**config.mk**
```make
export PLATFORM = sky130hd
export DESIGN_NAME = pipelined_ripple_carry_adder
export DESIGN_NICKNAME = d
export VERILOG_FILES = /design/src/rtl/pipelined_ripple_carry_adder.sv
export SDC_FILE = /design/constraint.sdc
export NUM_CORES = 1
export LEC_CHECK = 0
export CAP_MARGIN = 15
export CELL_PAD_IN_SITES_DETAIL_PLACEMENT = 0
export CELL_PAD_IN_SITES_GLOBAL_PLACEMENT = 1
export CORE_UTILIZATION = 45
export DETAILED_ROUTE_END_ITERATION = 8
export PLACE_DENSITY_LB_ADDON = 0.08
export SYNTH_ARGS = -nofsm -noshare
export SYNTH_HDL_FRONTEND = slang
export SYNTH_SLANG_ARGS = --single-unit
```
**constraint.sdc**
```tcl
create_clock -name clk -period 2.6 [get_ports clk]
set_input_delay 0.52 -clock clk [delete_from_list [all_inputs] [get_ports clk]]
set_output_delay 0.52 -clock clk [all_outputs]
set_load 0.005 [all_outputs]
```
**src/rtl/pipelined_ripple_carry_adder.sv**
```systemverilog
// Pipelined ripple-carry add/subtract: WIDTH bits split into STAGES ripple segments,
// one register boundary per segment, single global stall driven by the output handshake.
module pipelined_ripple_carry_adder #(
    parameter int unsigned WIDTH  = 32,
    parameter int unsigned STAGES = 4
) (
    input  logic             clk,
    input  logic             rst_n,
    input  logic             in_valid,
    output logic             in_ready,
    input  logic             sub,
    input  logic [WIDTH-1:0] a,
    input  logic [WIDTH-1:0] b,
    input  logic             cin,
    output logic             out_valid,
    input  logic             out_ready,
    output logic [WIDTH-1:0] sum,
    output logic             cout,
    output logic             overflow
);
    localparam int unsigned SEG = WIDTH / STAGES;

    logic adv;

    assign adv      = !out_valid || out_ready;
    assign in_ready = adv;

    for (genvar g = 0; g < STAGES; g++) begin : gen_stage
        localparam int unsigned LO  = g * SEG;
        // x carries finished sum segments below LO and untouched A segments above
        localparam int unsigned REM = WIDTH - LO;

        logic [WIDTH-1:0] x_in;
        logic [WIDTH-1:0] x_d;
        logic [WIDTH-1:0] x_q;
        logic [REM-1:0]   b_in;
        logic             c_in;
        logic             v_in;
        logic             c_q;
        logic             v_q;
        logic [SEG:0]     seg_d;

        if (g == 0) begin : gen_in
            assign x_in = a;
            assign b_in = b ^ {WIDTH{sub}};
            assign c_in = cin ^ sub;
            assign v_in = in_valid;
        end else begin : gen_link
            assign x_in = gen_stage[g-1].x_q;
            assign b_in = gen_stage[g-1].gen_bq.b_q;
            assign c_in = gen_stage[g-1].c_q;
            assign v_in = gen_stage[g-1].v_q;
        end

        assign seg_d = {1'b0, x_in[LO +: SEG]} + {1'b0, b_in[SEG-1:0]} + (SEG+1)'(c_in);

        always_comb begin
            x_d            = x_in;
            x_d[LO +: SEG] = seg_d[SEG-1:0];
        end

        always_ff @(posedge clk or negedge rst_n) begin
            if (!rst_n) begin
                v_q <= 1'b0;
                x_q <= '0;
                c_q <= 1'b0;
            end else if (adv) begin
                v_q <= v_in;
                if (v_in) begin
                    x_q <= x_d;
                    c_q <= seg_d[SEG];
                end
            end
        end

        if (g < STAGES - 1) begin : gen_bq
            logic [REM-SEG-1:0] b_q;

            always_ff @(posedge clk or negedge rst_n) begin
                if (!rst_n) begin
                    b_q <= '0;
                end else if (adv && v_in) begin
                    b_q <= b_in[REM-1:SEG];
                end
            end
        end else begin : gen_last
            logic ovf_d;
            logic ovf_q;

            // carry into the MSB recovered as a ^ b ^ s at bit WIDTH-1
            assign ovf_d = seg_d[SEG] ^ x_in[WIDTH-1] ^ b_in[SEG-1] ^ seg_d[SEG-1];

            always_ff @(posedge clk or negedge rst_n) begin
                if (!rst_n) begin
                    ovf_q <= 1'b0;
                end else if (adv && v_in) begin
                    ovf_q <= ovf_d;
                end
            end
        end
    end

    assign out_valid = gen_stage[STAGES-1].v_q;
    assign sum       = gen_stage[STAGES-1].x_q;
    assign cout      = gen_stage[STAGES-1].c_q;
    assign overflow  = gen_stage[STAGES-1].gen_last.ovf_q;

endmodule

```
Word level (Yosys, flattened, before mapping)
Cells that the tools add are included.
{"block": "totals", "in_bits": 70, "output_inout_bits": 36, "register_bits": 185, "word_cells": 39}
{"block": "op_classes", "n_reduce_logical": 10, "add_sub_neg": 8, "n_bitwise": 5}
{"op": "8-bit by 8-bit adder with 9-bit output", "n": 4}
{"op": "9-bit by 1-bit adder with 9-bit output", "n": 4}
{"op": "32-bit XOR", "n": 1}
{"op": "2-bit AND reduction", "n": 4}
{"op": "1-bit logical AND", "n": 4}
{"op": "1-bit XOR", "n": 4}
{"op": "1-bit logical NOT", "n": 1}
{"op": "1-bit logical OR", "n": 1}

Depth between registers and ports, before layout
{"block": "depth", "depth_word": 5, "mapped_depth": 11}

Worst setup path after synthesis
OpenSTA, ideal clock, no wires.
{"block": "synth_path", "path_type": "input -> register", "from": "input sub", "to": "register gen_stage[0].c_q", "required_time_ns": 2.474, "path_slack_ns": -0.302, "arrival_time_ns": 2.777, "cell_stages": 11, "cell_sequence": "clkbuf_1 buf_2 xor2_1 fa_1 fa_1 a21o_1 a21oi_1 o21ai_0 o211a_1 o21ai_0 a21oi_1"}
{"block": "synth_via", "elab_chain_len": 3, "word_cells_on_any_way": 4, "cone_classes": "2 x add/sub; 2 x bitwise"}
{"item": "from (decl)", "line_no": "11", "rtl": "input logic sub,"}
{"item": "32-bit XOR", "line_no": "45", "rtl": "assign b_in = b ^ {WIDTH{sub}};"}
{"item": "8-bit by 8-bit adder with 9-bit output", "line_no": "55", "rtl": "assign seg_d = {1'b0, x_in[LO +: SEG]} + {1'b0, b_in[SEG-1:0]} + (SEG+1)'(c_in);"}
{"item": "9-bit by 1-bit adder with 9-bit output *", "line_no": "55"}
{"item": "to (signal assigned)", "line_no": "71", "rtl": "c_q <= seg_d[SEG];"}
{"item": "to (decl)", "line_no": "39", "rtl": "logic c_q;"}
Every way passes the cells marked *; elsewhere a longest branch is shown, timed or not.
A chain may end at the register's enable or synchronous reset.

Final worst setup path
{"block": "layout_path", "from": "input b[0]", "to": "register gen_stage[0].c_q"}
{"block": "layout_via", "elab_chain_len": 3}
{"item": "from (decl)", "line_no": "13", "rtl": "input logic [WIDTH-1:0] b,"}
{"item": "32-bit XOR", "line_no": "45"}
{"item": "8-bit by 8-bit adder with 9-bit output", "line_no": "55"}
{"item": "9-bit by 1-bit adder with 9-bit output", "line_no": "55"}
No other way between the ends.

==> run summary <==
Finish-stage setup viols = 0
post-synth top area cell = dfrtp_1
CP cell instances = clkdlybuf4s50_1, xor2_1, fa_2, fa_2, a21o_1, a21oi_2, o21ai_0, o211a_1, o21ai_0, a21oi_1
Pwr Density = 1220 nW/um2
worst-path fanout max = 3
number of max-cap violations = 0
Post-CTS Setup Inserts = 0
routed vias = 5008
hold crit path type = in2async
Root Driver = clkbuf_16
Slew Viols, Final = 0
period utilization = 92.3%
DR WL/cell = 15.2 um
most frequent cells in the layout = dfrtp_1, mux2_2, clkdlybuf4s50_1
Die Ht = 138 um
ratio of cells with drive above 1 in the final layout = 25.9%
Synth Area per Inst = 12.9 um2
clk buf depth = 2
endpoint class of the critical path = flop
FP Rows = 49
Yosys cell types = 31
worst-margin pin slew = 0.601 ns
cts repair resizes = 0
gr usage total = 17.6%
number of global-route vias before repair = 5174
Max rail drop VDD = 0.746 mV
FF+latch count, synth = 185
clock skew = 0.00770 ns
Final Non-Filler Cells = 1002
core area = 18000 um2
Initial Utilization = 45.9%
Syn Inst Count = 643
fill cell count = 1505
Max H-tree Level = 4
Final Hold Vio Count = 0
Mapped Nets = 749
Leak = 4.56 nW
Worst path max stage delay = 0.42 ns
Post-CTS Hold Buffers = 0
f_max = 417 MHz
CP arrival = 2.70 ns
CTS tree = done
Starting DRT DRC Count = 171
Critical Path Start Type = input port
worst skew pair latency = 0.42 ns
commonest non-fill, non-tap cell in the layout = dfrtp_1
HPWL after DPL = 10800 um
worst setup path class = in2reg
Ports = 106
Overflow after GRT = 0
# clock sinks = 185
placed cell count = 970
DIE WIDTH = 138 um
largest net degree at the start of global routing = 65
global-route wire length before repair = 25500 um
synthesized area = 8280 um2
Placer Congestion = 0.800
synth top area cells = dfrtp_1, mux2_2, ha_1, o21ai_0, xnor2_1
post-route ant nets = 0
DR DRC count = 0
clock slew at reported path FFs = 0.07 ns
die area = 18900 um2
fin nets = 866
vias per cell = 5.00
antenna violations before repair = 1
RSZ-0062 raised after global routing = no
DRT Pass-1 Iters = 4
YS warnings = 0
number of port buffers = 105
CP required = 2.90 ns
hold slack = 0.0752 ns
outcome = complete, no violations
Tmin final = 2.40 ns
TritonCTS buffer count = 17
Layout Area Growth over Synthesis = 25.2%
relative slew slack = 60.0%
Seq/Total Area, Yosys = 55.9%
final WL = 15200 um
Pwr Total = 12.6 mW
Ant. Diodes = 0
Yosys top cell area share = 55.9%
CP max-delay cell = clkdlybuf4s50_1
==> critical path, delay by kind of cell <==
kind	cells	cell delay [ns]
compound gates	6	0.83
buf+inv	1	0.42
fa+ha+maj	2	0.75
xor+xnor	1	0.17
==> sequential cells by signal, indices dropped and copies added, names as in the netlist <==
register,cells
cout,1
gen_stage.v_q,3
gen_stage.x_q,96
overflow,1
out_valid,1
gen_stage.gen_bq.b_q,48
gen_stage.c_q,3
sum,32
==> synthesized netlist by cell type <==
master / count
a31oi_1: 3
o21ai_0: 63
o211a_1: 1
o21ai_2: 2
or2_2: 2
o21bai_1: 1
xnor2_1: 36
o31ai_1: 3
o21a_1: 2
buf_2: 19
or3_1: 1
nand2_1: 53
dfrtp_1: 185
xor2_1: 20
mux2_2: 129
ha_1: 28
a31oi_4: 1
a21o_1: 5
a21o_2: 2
buf_1: 1
inv_1: 19
a211oi_1: 3
nand2b_1: 9
a21oi_1: 20
clkbuf_1: 9
a211oi_2: 1
nor2b_1: 2
nor2_1: 9
xor2_2: 1
fa_1: 8
o211ai_1: 5
==> per-layer routing <==
metal | global-route usage [%] | up-vias | wire length [um]
li1 | - | 2455 | -
met1 | 22.2 | 2469 | 7010
met2 | 30.2 | 74 | 7610
met3 | 4.19 | 10 | 452
met4 | 4.76 | 0 | 135
met5 | 0 | - | 0
==> path summary, 6_finish.rpt <==
kind                                      start              endpoint  slack, ns  cells past startpoint
hold reg to reg            gen_stage[1].x_q[11]  gen_stage[1].x_q[11]       0.47                      2
max in group asynchronous                 rst_n  gen_stage[0].x_q[25]       1.79                      2
setup reg to reg           gen_stage[2].x_q[24]              overflow       0.38                      9
min in group clk           gen_stage[1].x_q[11]  gen_stage[1].x_q[11]       0.47                      2
hold / removal                            rst_n  gen_stage[0].x_q[17]       0.08                      1
setup / recovery                           b[0]      gen_stage[0].c_q       0.20                     10
==> report_power, final <==
group / leakage [nW] / internal [mW] / switching [mW]
logic: 2.02 / 2.86 / 2.15
clock network: 0.306 / 1.66 / 1.06
registers: 2.23 / 4.18 / 0.714
total: 4.56 / 8.70 / 3.93
==> cell type report <==
| cell class | instances | area (um2) | area share, % |
|---|---|---|---|
| Tap cell | 229 | 287 | 2.76 |
| Multi-Input combinational cell | 410 | 3460 | 33.4 |
| Inverter | 19 | 71.3 | 0.688 |
| Sequential cell | 185 | 4630 | 44.6 |
| Timing Repair Buffer | 127 | 1290 | 12.4 |
| Clock buffer | 20 | 457 | 4.40 |
| Clock inverter | 12 | 173 | 1.67 |
==> per-stage QoR <==
step,TNS [ns],instance area (um2),util [%],setup slack (ns)
floorplan,0,8300,-,0.00690
global placement,-0.312,9740,54.0,-0.157
detailed placement,-0.528,9740,54.0,-0.224
CTS,0,10400,57.5,0.222
global route,0,10400,57.5,0.119
finish,0,10400,57.5,0.201
==> logic make-up after synthesis <==
| group | Yosys count | synth area share (%) |
|---|---|---|
| fa+ha+maj | 36 | 6.17 |
| flops | 185 | 55.9 |
| mux | 129 | 17.5 |
| buf+inv | 48 | 2.46 |
| compound gates | 112 | 7.92 |
| simple gates | 76 | 3.87 |
| xor+xnor | 57 | 6.12 |
Note: power is estimated with default switching activity, not from simulation.
